## src/rtl/cpu_fetch_ctrl.sv

```systemverilog
// cpu_fetch_ctrl: instruction fetch sequencer issuing word reads and feeding the instruction FIFO,
// with branch redirect that flushes the FIFO and drops stale in-flight responses.
module cpu_fetch_ctrl #(
  parameter logic [31:0] BOOT_ADDRESS = 32'h0000_1000,
  parameter int MAX_OUTSTANDING = 2
) (
  input  logic        clk_i,
  input  logic        rst_i,
  input  logic        branch_i,
  input  logic [31:0] branch_target_i,
  input  logic        fifo_full_i,
  output logic        fifo_write_en_o,
  output logic [31:0] fifo_data_o,
  output logic        fifo_flush_o,
  output logic [31:0] fifo_pc_o,
  output logic        mem_req_o,
  output logic [31:0] mem_addr_o,
  input  logic        mem_gnt_i,
  input  logic        mem_rvalid_i,
  input  logic [31:0] mem_rdata_i
);
  typedef enum logic [1:0] {BOOT, RUN, FLUSH} state_t;
  state_t state, state_n;
  logic [31:0] fetch_addr, pc_q;
  logic [31:0] hold_q [2];
  logic [1:0] outstanding, discard, hold_count;
  logic hold_rd, hold_wr, redirect, accept, push, pop;
  assign redirect = branch_i && state != BOOT;
  assign accept = mem_req_o && mem_gnt_i;
  // a response arriving in a redirect cycle is stale even when it was not yet marked for discard
  assign push = mem_rvalid_i && discard == 2'd0 && !redirect;
  assign pop = fifo_write_en_o;
  assign mem_addr_o = fetch_addr;
  assign fifo_pc_o = pc_q;
  always_ff @(posedge clk_i) begin
    if (rst_i) state <= BOOT;
    else state <= state_n;
  end
  always_comb begin
    state_n = redirect ? FLUSH : RUN;
  end
  always_comb begin
    fifo_flush_o = !rst_i && state != RUN;
    mem_req_o = !rst_i && state == RUN && !branch_i
                && ({1'b0, outstanding} + {1'b0, hold_count}) < 3'(MAX_OUTSTANDING);
    fifo_write_en_o = !rst_i && state == RUN && !branch_i && hold_count != 2'd0 && !fifo_full_i;
    fifo_data_o = fifo_write_en_o ? hold_q[hold_rd] : '0;
  end
  always_ff @(posedge clk_i) begin
    if (rst_i) begin
      fetch_addr <= BOOT_ADDRESS;
      pc_q <= BOOT_ADDRESS;
      outstanding <= '0;
      discard <= '0;
      hold_count <= '0;
      hold_rd <= 1'b0;
      hold_wr <= 1'b0;
    end else begin
      outstanding <= outstanding + 2'(accept) - 2'(mem_rvalid_i);
      if (redirect) begin
        fetch_addr <= {branch_target_i[31:2], 2'b00};
        pc_q <= {branch_target_i[31:2], 2'b00};
        discard <= outstanding + 2'(accept) - 2'(mem_rvalid_i);
        hold_count <= '0;
        hold_rd <= 1'b0;
        hold_wr <= 1'b0;
      end else begin
        if (accept) fetch_addr <= fetch_addr + 32'd4;
        if (mem_rvalid_i && discard != 2'd0) discard <= discard - 2'd1;
        if (push) hold_wr <= ~hold_wr;
        if (pop) hold_rd <= ~hold_rd;
        hold_count <= hold_count + 2'(push) - 2'(pop);
      end
    end
  end
  always_ff @(posedge clk_i) begin
    if (push) hold_q[hold_wr] <= mem_rdata_i;
  end
endmodule
```

## config.mk

```make
export PLATFORM = sky130hd
export DESIGN_NAME = cpu_fetch_ctrl
export DESIGN_NICKNAME = d
export VERILOG_FILES = /design/src/rtl/cpu_fetch_ctrl.sv
export SDC_FILE = /design/constraint.sdc
export NUM_CORES = 1
export LEC_CHECK = 0
export ABC_AREA = 1
export BUFFER_PORTS_ARGS = -buffer_cell sky130_fd_sc_hd__buf_2
export CAP_MARGIN = 20
export CELL_PAD_IN_SITES_DETAIL_PLACEMENT = 1
export CELL_PAD_IN_SITES_GLOBAL_PLACEMENT = 2
export CORE_MARGIN = 2
export CORE_UTILIZATION = 27
export DETAILED_ROUTE_END_ITERATION = 8
export PLACE_DENSITY_LB_ADDON = 0.1
export SLEW_MARGIN = 25
export SYNTH_ARGS = -nofsm -noshare
export SYNTH_HDL_FRONTEND = slang
export SYNTH_SLANG_ARGS = --single-unit
```

## constraint.sdc

```tcl
create_clock -name clk_i -period 2.7 [get_ports clk_i]
set_clock_uncertainty 0.1 [all_clocks]
set_input_delay 0.405 -clock clk_i [delete_from_list [all_inputs] [get_ports clk_i]]
set_output_delay 0.405 -clock clk_i [all_outputs]
set_load 0.005 [all_outputs]
```

==> impl_results.md <==
- RSZ-0062 raised after global routing: false
- # Max-Cap Violations: 0
- Fin nets: 967
- Largest area contributor in the netlist: edfxtp_1
- Sequential-to-total area share from yosys stat: 54.6%
- Hold Buf Count CTS: 0
- Aggregate routed wire length: roughly 19000 µm
- Clk_lat worst skew: 0.42 ns
- Routability cong.: between 0.7 and 0.8
- Port bufs: 162
- Placeable Area: about 22000 µm²
- Multi-input gate area: approximately 2400 µm²
- Register area: 3340 µm²
- Global Route Usage Sum: 16.3%
- Crit path launch type: register
- CTS Buf Count: 17
- Final Max Slew Viols: 0
- XOR/XNOR Fraction of Synth Area: less than 1%
- Average size of a mapped cell: 8.42 µm²
- CTS Sinks: 135
- Fillers: approximately 2700
- Worst slew pin tran: 0.507 ns
- Largest family of logic cells by synthesized area: simple AND/OR/NAND/NOR gates
- Period utilization: between 90% and 100%
- Via count: 5391
- Min-Delay Path Class: primary input to register
- WS Path Type: register to register
- Post-synthesis compound-gate area fraction: 11.3%
- Share of layout cells above drive strength 1: a little over a quarter
- HP Start: mem_rdata_i[4]
- CP startpoint: hold_count[0]$_SDFF_PP0_
- Routed Antenna Nets: 0
- Leak: between 3 and 4 nW
- Post-synthesis cell area: a little over 6000 µm²
- Critical Path RT: 2.95 ns
- Critical Path AT: 2.74 ns
- R2R Path Start: hold_count[0]$_SDFF_PP0_
- Yosys reg bits: 135
- I/O pin total: 169
- Final setup violation count: 0
- Largest net degree at the start of global routing: 36
- Post-synth top area share: 31.4%
- Crit. End Element: register
- Multiplexer share of the synthesized area: 0%
- Remaining DRCs: 0
- Final Critical Period: 2.49 ns
- Synthesized instance count: between 700 and 800
- Finished Core Util: 34.9%
- Clock buffer depth: 2
- Fmax: between 400 and 500 MHz
- Post-synthesis adder-cell area fraction: 1.55%
- Top post-synthesis cells by area: edfxtp_1, dfxtp_1, nand2_1, a21oi_1, nand3_1
- Vias in the first global route: around 5700
- Final Hold Viols: 0
- TritonRoute pass-1 iters: 4
- Clock network power share: 43.6%
- Run status: complete, no violations
- Die Y: 155 µm
- Setup TNS Final: 0 ns
- Reg clk slew, reported paths: ~0.070 ns
- Clk root buf: clkbuf_16
- Net Sw Frac: 27.6%
- Chip width: 155 µm
- Starting density of the core: 27.3%
- Routed WL per cell: ~16 µm
- H-tree levels: 4
- Worst R2R Setup Slack: approximately 0.21 ns
- Internal: 3.86 mW
- Crit-path max FO: 3
- Worst VDD drop: 418 µV
- Std cell rows: 55
- Syn. warnings: 0
- Via density per instance: roughly 4.5
- Synth Area in Simple Gates: 25.1%
- Initial antenna violation count: 0
- CTS tree: built
- Synth cell types: 36
- Total grt overflow: 0
- Flop pwr share: 45.5%
- Area grow syn2layout: 27.8%
- First-pass GRT wire length: between 30000 and 40000 µm
- Die footprint: 23900 µm²
- Slew HR: about two thirds
- PD cells: just under 700 nW/µm²
- Combinational fraction of design power: 10.9%
- HPWL Detailed: between 10000 and 15000 µm
- Initial drt markers: 155
- Total net switching power: 1.47 mW
-- power groups by stage --
| stage | clock [mW] | combinational (mW) | sequential (mW) |
|---|---|---|---|
| floorplan | 0 | 0.341 | 2.45 |
| global placement | 0 | 0.570 | 2.46 |
| detailed placement | 0 | 0.594 | 2.47 |
| CTS | 2.39 | 0.597 | 2.43 |
| global route | 2.48 | 0.665 | 2.45 |
| finish | 2.32 | 0.579 | 2.42 |
-- metal layers --
| layer | up-vias | global-route usage, % | part of all wire, % |
|---|---|---|---|
| li1 | 2716 | - | - |
| met1 | 2541 | 19.2 | 44 |
| met2 | 122 | 29.7 | 51 |
| met3 | 12 | 4.26 | 4.7 |
| met4 | 0 | 3.70 | 0.84 |
| met5 | - | 0 | 0 |
-- repair_timing --
item	in CTS	in global routing
gates resized for setup	0	3
endpoints found under the setup margin	0	12
buffers inserted	0	0
-- flip-flops by register name, summed over array words and instances, names as in the netlist, named ones only --
register,cells
hold_count,2
hold_wr,1
fifo_pc_o,30
mem_addr_o,30
discard,2
hold_rd,1
state,2
hold_q,64
outstanding,2
-- synthesized netlist by cell type (all sizes together) --
cell    number
a21oi       87
nand2      241
edfxtp      64
a31oi        4
or2          2
clkbuf      11
o21bai       1
inv         52
buf         23
dfxtp       71
fa           1
nand3       44
xor2         4
o211ai       2
xnor2        1
ha           6
o21a         1
nand4        1
nor2        64
nor3         3
o21ai       36
and2         3
conb         1
nand3b       4
-- layout by cell type, fill, tap and decap left out, types with 17 or more instances in the layout --
cell type / count
nor2_1: 48
nand3_1: 44
edfxtp_1: 64
clkbuf_16: 17
dfxtp_1: 71
a21oi_1: 84
buf_2: 162
inv_1: 47
nand2_1: 236
o21ai_0: 28
-- final timing paths --
kind,endpoint,depth (start not counted)
setup / recovery,discard[1]$_SDFFE_PP0P_,12
hold / removal,hold_q[1][4]$_DFFE_PP_,1
setup reg to reg,discard[1]$_SDFFE_PP0P_,12
hold reg to reg,fifo_pc_o[17]$_SDFFE_PP0P_,2
-- cell type report --
| cell class | instances | area share, % |
|---|---|---|
| clock buffers | 17 | 5.44 |
| flip-flops and latches | 135 | 42.7 |
| repair buffers | 175 | 11.9 |
| multi-input cells | 509 | 30.7 |
| diodes | 1 | 0.0320 |
| clock inverters | 15 | 2.03 |
| inverters | 52 | 2.53 |
| well taps | 285 | 4.56 |
-- cell families (layout without fill, tap and decap cells) --
kind of cell | Yosys count | in the layout
DFF | 135 | 135
other | 1 | 5
adders and majority gates | 7 | 7
and+or+nand+nor | 362 | 362
AOI/OAI and AO/OA | 131 | 131
buffers and inverters | 86 | 259
xor gates and xnor gates | 5 | 5
-- through the flow --
step / hold slack [ns] / worst slack (ns) / cell area, µm² / std cells / power [mW]
after floorplan: 0.343 / 0.0565 / 6130 / 730 / 2.80
final: 0.0701 / 0.207 / 7820 / 1189 / 5.33
after global routing: 0.0459 / 0.0287 / 7820 / 1188 / 5.59
after detailed placement: 0.337 / 0.137 / 7230 / 1156 / 3.07
after CTS: 0.0465 / 0.0814 / 7810 / 1188 / 5.42
after global placement: 0.328 / 0.226 / 7230 / 1156 / 3.03
-- critical path: stages, from the launching register on --
cell and delay [ns]:
dfxtp_1 0.36, nand2_1 0.07, inv_1 0.06, fa_1 0.42, nor2_2 0.18, nand4_4 0.12
ha_1 0.28, inv_1 0.06, ha_1 0.16, xor2_1 0.18, xor2_1 0.23, nand2_1 0.08
a21oi_1 0.13
Power figures use the tool's default switching activity.
